==> src/rtl/alu_ctrl_pkg.sv <==
// Shared constants and types for the ALU control decoder and the mult/div sequencer.
package alu_ctrl_pkg;

   // ALU operation codes
   localparam logic [3:0] AluAdd  = 4'd0;
   localparam logic [3:0] AluSub  = 4'd1;
   localparam logic [3:0] AluAnd  = 4'd2;
   localparam logic [3:0] AluOr   = 4'd3;
   localparam logic [3:0] AluSlt  = 4'd4;
   localparam logic [3:0] AluXor  = 4'd5;
   localparam logic [3:0] AluNor  = 4'd6;
   localparam logic [3:0] AluSll  = 4'd7;
   localparam logic [3:0] AluSrl  = 4'd8;
   localparam logic [3:0] AluSra  = 4'd9;
   localparam logic [3:0] AluSltu = 4'd10;
   localparam logic [3:0] AluLui  = 4'd11;

   // ALUOp values from main control
   localparam logic [3:0] AluOpAdd   = 4'd0;
   localparam logic [3:0] AluOpRType = 4'd1;
   localparam logic [3:0] AluOpSub   = 4'd2;
   localparam logic [3:0] AluOpIType = 4'd3;

   // R-type funct codes
   localparam logic [5:0] FnSll   = 6'h00;
   localparam logic [5:0] FnSrl   = 6'h02;
   localparam logic [5:0] FnSra   = 6'h03;
   localparam logic [5:0] FnJr    = 6'h08;
   localparam logic [5:0] FnMfhi  = 6'h10;
   localparam logic [5:0] FnMflo  = 6'h12;
   localparam logic [5:0] FnMult  = 6'h18;
   localparam logic [5:0] FnMultu = 6'h19;
   localparam logic [5:0] FnDiv   = 6'h1A;
   localparam logic [5:0] FnDivu  = 6'h1B;
   localparam logic [5:0] FnAdd   = 6'h20;
   localparam logic [5:0] FnAddu  = 6'h21;
   localparam logic [5:0] FnSub   = 6'h22;
   localparam logic [5:0] FnSubu  = 6'h23;
   localparam logic [5:0] FnAnd   = 6'h24;
   localparam logic [5:0] FnOr    = 6'h25;
   localparam logic [5:0] FnXor   = 6'h26;
   localparam logic [5:0] FnNor   = 6'h27;
   localparam logic [5:0] FnSlt   = 6'h2A;
   localparam logic [5:0] FnSltu  = 6'h2B;

   // I-type opcodes
   localparam logic [5:0] OpAddi  = 6'h08;
   localparam logic [5:0] OpAddiu = 6'h09;
   localparam logic [5:0] OpSlti  = 6'h0A;
   localparam logic [5:0] OpSltiu = 6'h0B;
   localparam logic [5:0] OpAndi  = 6'h0C;
   localparam logic [5:0] OpOri   = 6'h0D;
   localparam logic [5:0] OpXori  = 6'h0E;
   localparam logic [5:0] OpLui   = 6'h0F;

   typedef enum logic [1:0] {MdMult, MdMultu, MdDiv, MdDivu} mdOp_e;

   typedef enum logic [1:0] {StIdle, StRun, StDone} mdState_e;

   function automatic int unsigned maxLat(input int unsigned a, input int unsigned b);
      return (a > b) ? a : b;
   endfunction

endpackage

==> src/rtl/md_seq_counter.sv <==
// Loadable down-counter with zero flag; saturates at zero.
module md_seq_counter #(
   parameter int unsigned Width = 5
) (
   input  logic             clk,
   input  logic             rst,
   input  logic             iLoad,
   input  logic [Width-1:0] iLoadVal,
   input  logic             iDec,
   output logic [Width-1:0] oCount,
   output logic             oZero
);

   logic [Width-1:0] cntQ;

   always_ff @(posedge clk or posedge rst) begin
      if (rst) begin
         cntQ <= '0;
      end else if (iLoad) begin
         cntQ <= iLoadVal;
      end else if (iDec && (cntQ != '0)) begin
         cntQ <= cntQ - 1'b1;
      end
   end

   assign oCount = cntQ;
   assign oZero  = (cntQ == '0);

endmodule

==> src/rtl/alu_ctrl_md.sv <==
// ALU control decoder plus mult/div sequencer with hazard interlock.
// Define ALU_CTRL_DIV_EN to sequence div/divu; otherwise they decode as illegal.
module alu_ctrl_md
   import alu_ctrl_pkg::*;
#(
   parameter int unsigned XLEN    = 32,
   parameter int unsigned MUL_LAT = 4,
   parameter int unsigned DIV_LAT = 32
) (
   input  logic       clk,
   input  logic       rst,
   input  logic       iValid,
   input  logic [3:0] iALUOp,
   input  logic [5:0] iIR_func,
   input  logic       iStall,
   output logic [3:0] oALUctrl,
   output logic       oJR,
   output logic       oIllegal,
   output logic       oMDStart,
   output logic [1:0] oMDOp,
   output logic       oMDBusy,
   output logic       oMDDone,
   output logic       oStall
);

   localparam int unsigned CntW = $clog2(maxLat(MUL_LAT, DIV_LAT));

   if (!(XLEN == 32 || XLEN == 64)) begin : gBadXlen
      $error("alu_ctrl_md: XLEN must be 32 or 64");
   end
   if (MUL_LAT < 2 || MUL_LAT > 64 || DIV_LAT < 2 || DIV_LAT > 64) begin : gBadLat
      $error("alu_ctrl_md: MUL_LAT/DIV_LAT must lie in 2..64");
   end

   logic     [3:0]      aluCtrl;
   logic                jr;
   logic                illegal;
   logic                isMd;
   logic                isHiLo;
   mdOp_e               mdOpSel;
   mdState_e            stateQ;
   mdOp_e               mdOpQ;
   logic                accept;
   logic                lastRun;
   logic     [CntW-1:0] cnt;
   logic     [CntW-1:0] loadVal;
   logic                cntZero;

   always_comb begin
      aluCtrl = AluAdd;
      jr      = 1'b0;
      illegal = 1'b0;
      isMd    = 1'b0;
      isHiLo  = 1'b0;
      mdOpSel = MdMult;
      case (iALUOp)
         AluOpAdd: aluCtrl = AluAdd;
         AluOpSub: aluCtrl = AluSub;
         AluOpRType: begin
            case (iIR_func)
               FnAdd, FnAddu: aluCtrl = AluAdd;
               FnSub, FnSubu: aluCtrl = AluSub;
               FnAnd:         aluCtrl = AluAnd;
               FnOr:          aluCtrl = AluOr;
               FnSlt:         aluCtrl = AluSlt;
               FnXor:         aluCtrl = AluXor;
               FnNor:         aluCtrl = AluNor;
               FnSll:         aluCtrl = AluSll;
               FnSrl:         aluCtrl = AluSrl;
               FnSra:         aluCtrl = AluSra;
               FnSltu:        aluCtrl = AluSltu;
               FnJr:          jr      = 1'b1;
               FnMfhi, FnMflo: isHiLo = 1'b1;
               FnMult: begin
                  isMd    = 1'b1;
                  mdOpSel = MdMult;
               end
               FnMultu: begin
                  isMd    = 1'b1;
                  mdOpSel = MdMultu;
               end
`ifdef ALU_CTRL_DIV_EN
               FnDiv: begin
                  isMd    = 1'b1;
                  mdOpSel = MdDiv;
               end
               FnDivu: begin
                  isMd    = 1'b1;
                  mdOpSel = MdDivu;
               end
`else
               FnDiv, FnDivu: illegal = 1'b1;
`endif
               default: illegal = 1'b1;
            endcase
         end
         AluOpIType: begin
            case (iIR_func)
               OpAddi, OpAddiu: aluCtrl = AluAdd;
               OpAndi:          aluCtrl = AluAnd;
               OpOri:           aluCtrl = AluOr;
               OpXori:          aluCtrl = AluXor;
               OpSlti:          aluCtrl = AluSlt;
               OpSltiu:         aluCtrl = AluSltu;
               OpLui:           aluCtrl = AluLui;
               default:         illegal = 1'b1;
            endcase
         end
         default: illegal = 1'b1;
      endcase
   end

   assign oALUctrl = aluCtrl;
   assign oJR      = jr;
   assign oIllegal = illegal & iValid;

   // Interlock only while the unit is running; DONE already has HI/LO valid.
   assign oStall = ~rst & iValid & (isMd | isHiLo) & (stateQ == StRun);
   assign accept = ~rst & iValid & isMd & ~iStall & ~oStall &
                   ((stateQ == StIdle) || (stateQ == StDone));

   // Counter holds LAT-1 on entering RUN; leaving RUN as it reaches zero gives LAT total.
   assign loadVal = mdOpSel[1] ? CntW'(DIV_LAT - 1) : CntW'(MUL_LAT - 1);
   assign lastRun = (cnt == CntW'(1)) || cntZero;

   md_seq_counter #(
      .Width (CntW)
   ) uCounter (
      .clk      (clk),
      .rst      (rst),
      .iLoad    (accept),
      .iLoadVal (loadVal),
      .iDec     (stateQ == StRun),
      .oCount   (cnt),
      .oZero    (cntZero)
   );

   always_ff @(posedge clk or posedge rst) begin
      if (rst) begin
         stateQ <= StIdle;
         mdOpQ  <= MdMult;
      end else begin
         unique case (stateQ)
            StIdle, StDone: begin
               if (accept) begin
                  stateQ <= StRun;
                  mdOpQ  <= mdOpSel;
               end else begin
                  stateQ <= StIdle;
               end
            end
            StRun: begin
               if (lastRun) stateQ <= StDone;
            end
            default: stateQ <= StIdle;
         endcase
      end
   end

   assign oMDStart = accept;
   assign oMDOp    = mdOpQ;
   assign oMDBusy  = (stateQ == StRun);
   assign oMDDone  = (stateQ == StDone);

endmodule

==> config.mk <==
export PLATFORM = sky130hd
export DESIGN_NAME = alu_ctrl_md
export DESIGN_NICKNAME = d
export VERILOG_FILES = /design/src/rtl/alu_ctrl_pkg.sv /design/src/rtl/md_seq_counter.sv /design/src/rtl/alu_ctrl_md.sv
export SDC_FILE = /design/constraint.sdc
export NUM_CORES = 1
export LEC_CHECK = 0
export CAP_MARGIN = 40
export CORE_MARGIN = 8
export CORE_UTILIZATION = 41
export CTS_CLUSTER_SIZE = 40
export DETAILED_ROUTE_END_ITERATION = 16
export PLACE_DENSITY = 0.75
export SLEW_MARGIN = 20
export SYNTH_ARGS = -nofsm -noshare
export SYNTH_HDL_FRONTEND = slang
export SYNTH_SLANG_ARGS = --single-unit
==> constraint.sdc <==
create_clock -name clk -period 2.02 [get_ports clk]
set_input_delay 0.404 -clock clk [delete_from_list [all_inputs] [get_ports clk]]
set_output_delay 0.404 -clock clk [all_outputs]
set_load 0.01 [all_outputs]
==> qor.csv <==
stage;metric;value;unit
status;outcome;complete, but fails checks;
status;violations;negative setup slack;
global_route;first_global_vias;1028;
critical_path;cp-end-kind;output pin;
synth;ys_seq_area_share;24.2;%
sta;min_period;2.23;ns
placement;port-buffer-count;24;
synth;avgSynthCellArea;7.80;sq um
synth;ys_seq_elements;8;
critical_path;reg2reg_from;uCounter.oCount[0];
power_and_ir_drop;p_leak;0.658;nW
synth;syn-num-nets;123;
placement;place_hpwl;2040;microns
cts;insertion_delay;0.25;ns
cts;htreeDepth;1;
floorplan;core;1940;sq um
floorplan;fp-row-count;16;
floorplan;fp.dieW;60.9;microns
floorplan;die_h;60.9;microns
critical_path;cpPeakStageDelay;0.42;ns
sta;rsz0062_at_grt;yes;
sta;hold_viol_final;0;
critical_path;critPathTopFamily;simple AND/OR/NAND/NOR gates;
critical_path;worst-path-max-fanout;3;
cts;cts_made_buffers;3;
sta;fmaxAchievable;0.449;GHz
cts;clk_pin_slew;0.06;ns
layout;fin_util;72.0;%
critical_path;reg2reg_depth;6;
critical_path;cp.depth;6;
critical_path;worstSetupStartpointType;input port;
critical_path;r2r_setup_slack;0.41;ns
route;ant_nets;0;
synth;synth.distinct_cells;42;
sta;finClkSkew;0.00402;ns
synth;synthesis.area;827;sq um
layout;layout_commonest_cell;buf_4;
critical_path;worstSetupStartpoint;iALUOp[2];
worst_hold_path;min_path_type;input port to asynchronous set/reset pin;
layout;finalNetCount;177;
route;post_drt_wl_per_cell;15.2;microns
critical_path;slowest_stage;or3b_4;
sta;fin_crit_sh;110;%
power_and_ir_drop;irDropWorstVdd;433;uV
global_route;overflow;0;
layout;design_area;1400;sq um
sta;setup_violations;4;
synth;synth_edf_count;0;
route;wirelength;2810;microns
layout;num_antenna_cells;0;
cts;cts_hold_repair.buffers;0;
synth;synth-warning-count;0;
cts;cts_tree;built;
power_and_ir_drop;powerDensity;357;nW/um^2
global_route;grt_first_pass_wirelength;4490;microns
global_route;antenna_found_initial;0;
sta;setup_tns;-0.723;ns
cts;clock_path_buffers;2;
route;viasPerCell;5.46;
route;routed-via-count;1010;
floorplan;ios;26;
layout;final_cell_mix;28 x buf_4, 13 x buf_2, 9 x nor2_1;
placement;place.gp.congestion;0.865;
route;first_pass_iters;4;
sta;slew_headroom;64.1;%
sta;drv_slew;0;
critical_path;cp_cell_sequence;buf_6 > or3b_4 > nor4_4 > nand4_2 > a2111oi_4 > buf_2;
critical_path;timing.rr.end;uCounter.oCount[2];
global_route;track_usage;15.5;%
synth;async_flop_share;100;%
critical_path;endpoint;oStall;
sta;tightest_slew;0.538;ns
cts;clockRootBuffer;clkbuf_4;
route;drtIter0Drc;23;
route;drc;0;
critical_path;crit_arrival;1.82;ns
floorplan;die_area;3710;sq um
layout;syn2layout_area_growth;69.0;%
floorplan;start_util;42.6;%
run;maxCapViolCount;0;
layout;drive_gt1_share;45.6;%
synth;ys.flop_type;dfrtp_1;
global_route;grt_max_degree;11;
placement;dp_slack;-1.04;ns
placement;dpl-instance-area;1280;sq um
critical_path;cp.required;1.62;ns
sta;fin_ws;-0.207;ns
cts;numClockSinks;8;
critical_path;crit_type;input port to output pin;
synth;syn-instance-count;106;
critical_path;path_buf_inv;2;
==> area by class of cell <==
type / count / area (sq um)
clock buffer: 3 / 22.5
fill: 158 / 544
inverter: 8 / 30.0
multi-input combinational: 81 / 669
sequential: 8 / 200
tap: 27 / 33.8
timing repair buffer: 58 / 442
==> cells by family after synthesis <==
kind of cell	Yosys count	share of synthesized area (%)
xor+xnor	1	1.06
buf+inv	17	8.47
mux	1	1.81
fa+ha+maj	3	4.54
flops	8	24.2
simple gates	43	32.4
other cells	1	0.453
compound gates	32	27.1
==> tightest hold or removal path: cells and delay by family <==
kind | cells | cell delay (ns)
buf+inv | 3 | 0.67
==> registers in the layout (all words and copies together) (netlist names) <==
signal / count
uCounter.oCount: 5
stateQ: 2
oMDOp: 1
==> cells in the mapped netlist, types with 2 or more instances <==
cell | n | area [sq um]
nor2b_1 | 3 | 18.8
nor4_4 | 2 | 42.5
nor2_1 | 9 | 33.8
o21ai_0 | 6 | 30.0
o211ai_1 | 3 | 22.5
nand2_1 | 8 | 30.0
nor3_1 | 3 | 15.0
dfrtp_1 | 8 | 200
inv_1 | 8 | 30.0
nand2b_1 | 5 | 31.3
clkbuf_1 | 6 | 22.5
nand3_1 | 3 | 15.0
nor3b_1 | 2 | 15.0
a32o_1 | 2 | 20.0
ha_1 | 3 | 37.5
a21oi_1 | 7 | 35.0
nor4b_1 | 2 | 17.5
a31oi_1 | 2 | 12.5
==> metrics by stage <==
step / cells / hold slack [ns] / total power [W]
floorplan: 106 / 0.235 / 0.000266
global placement: 176 / 0.494 / 0.000349
detailed placement: 176 / 0.510 / 0.000357
CTS: 182 / 0.491 / 0.000495
global route: 185 / 0.491 / 0.000531
finish: 185 / 0.483 / 0.000499
==> power breakdown <==
group / internal [W] / leakage, nW / switching [W]
clock network: 0.0000680 / 0.0138 / 0.0000540
registers: 0.000171 / 0.0874 / 0.0000127
logic: 0.0000946 / 0.557 / 0.0000983
total: 0.000334 / 0.658 / 0.000165
==> timing repair <==
item | 4_1_cts | 5_1_grt
gates resized for setup | 80 | 10
pin swaps | 16 | 10
buffers inserted | 3 | 3
cloned | 0 | 0
setup endpoints to repair | 15 | 8
==> how the worst min path moves through the flow <==
stage | to | slack (ns) | cells after the start
after floorplan | oMDOp[0] | 0.23 | 1
after global placement | oMDOp[0] | 0.49 | 1
after global routing | uCounter.oCount[4] | 0.49 | 3
final | uCounter.oCount[4] | 0.48 | 3
after detailed placement | oMDOp[0] | 0.51 | 1
after CTS | uCounter.oCount[4] | 0.49 | 3
==> layer usage <==
metal / share of wire (%) / GRT usage, % / vias up
li1: - / - / 489
met3: 2.8 / 1.91 / 6
met5: 0 / 0 / -
met4: 2.0 / 6.31 / 0
met1: 41 / 16.5 / 487
met2: 54 / 29.6 / 28
(Power assumes the default switching activity.)
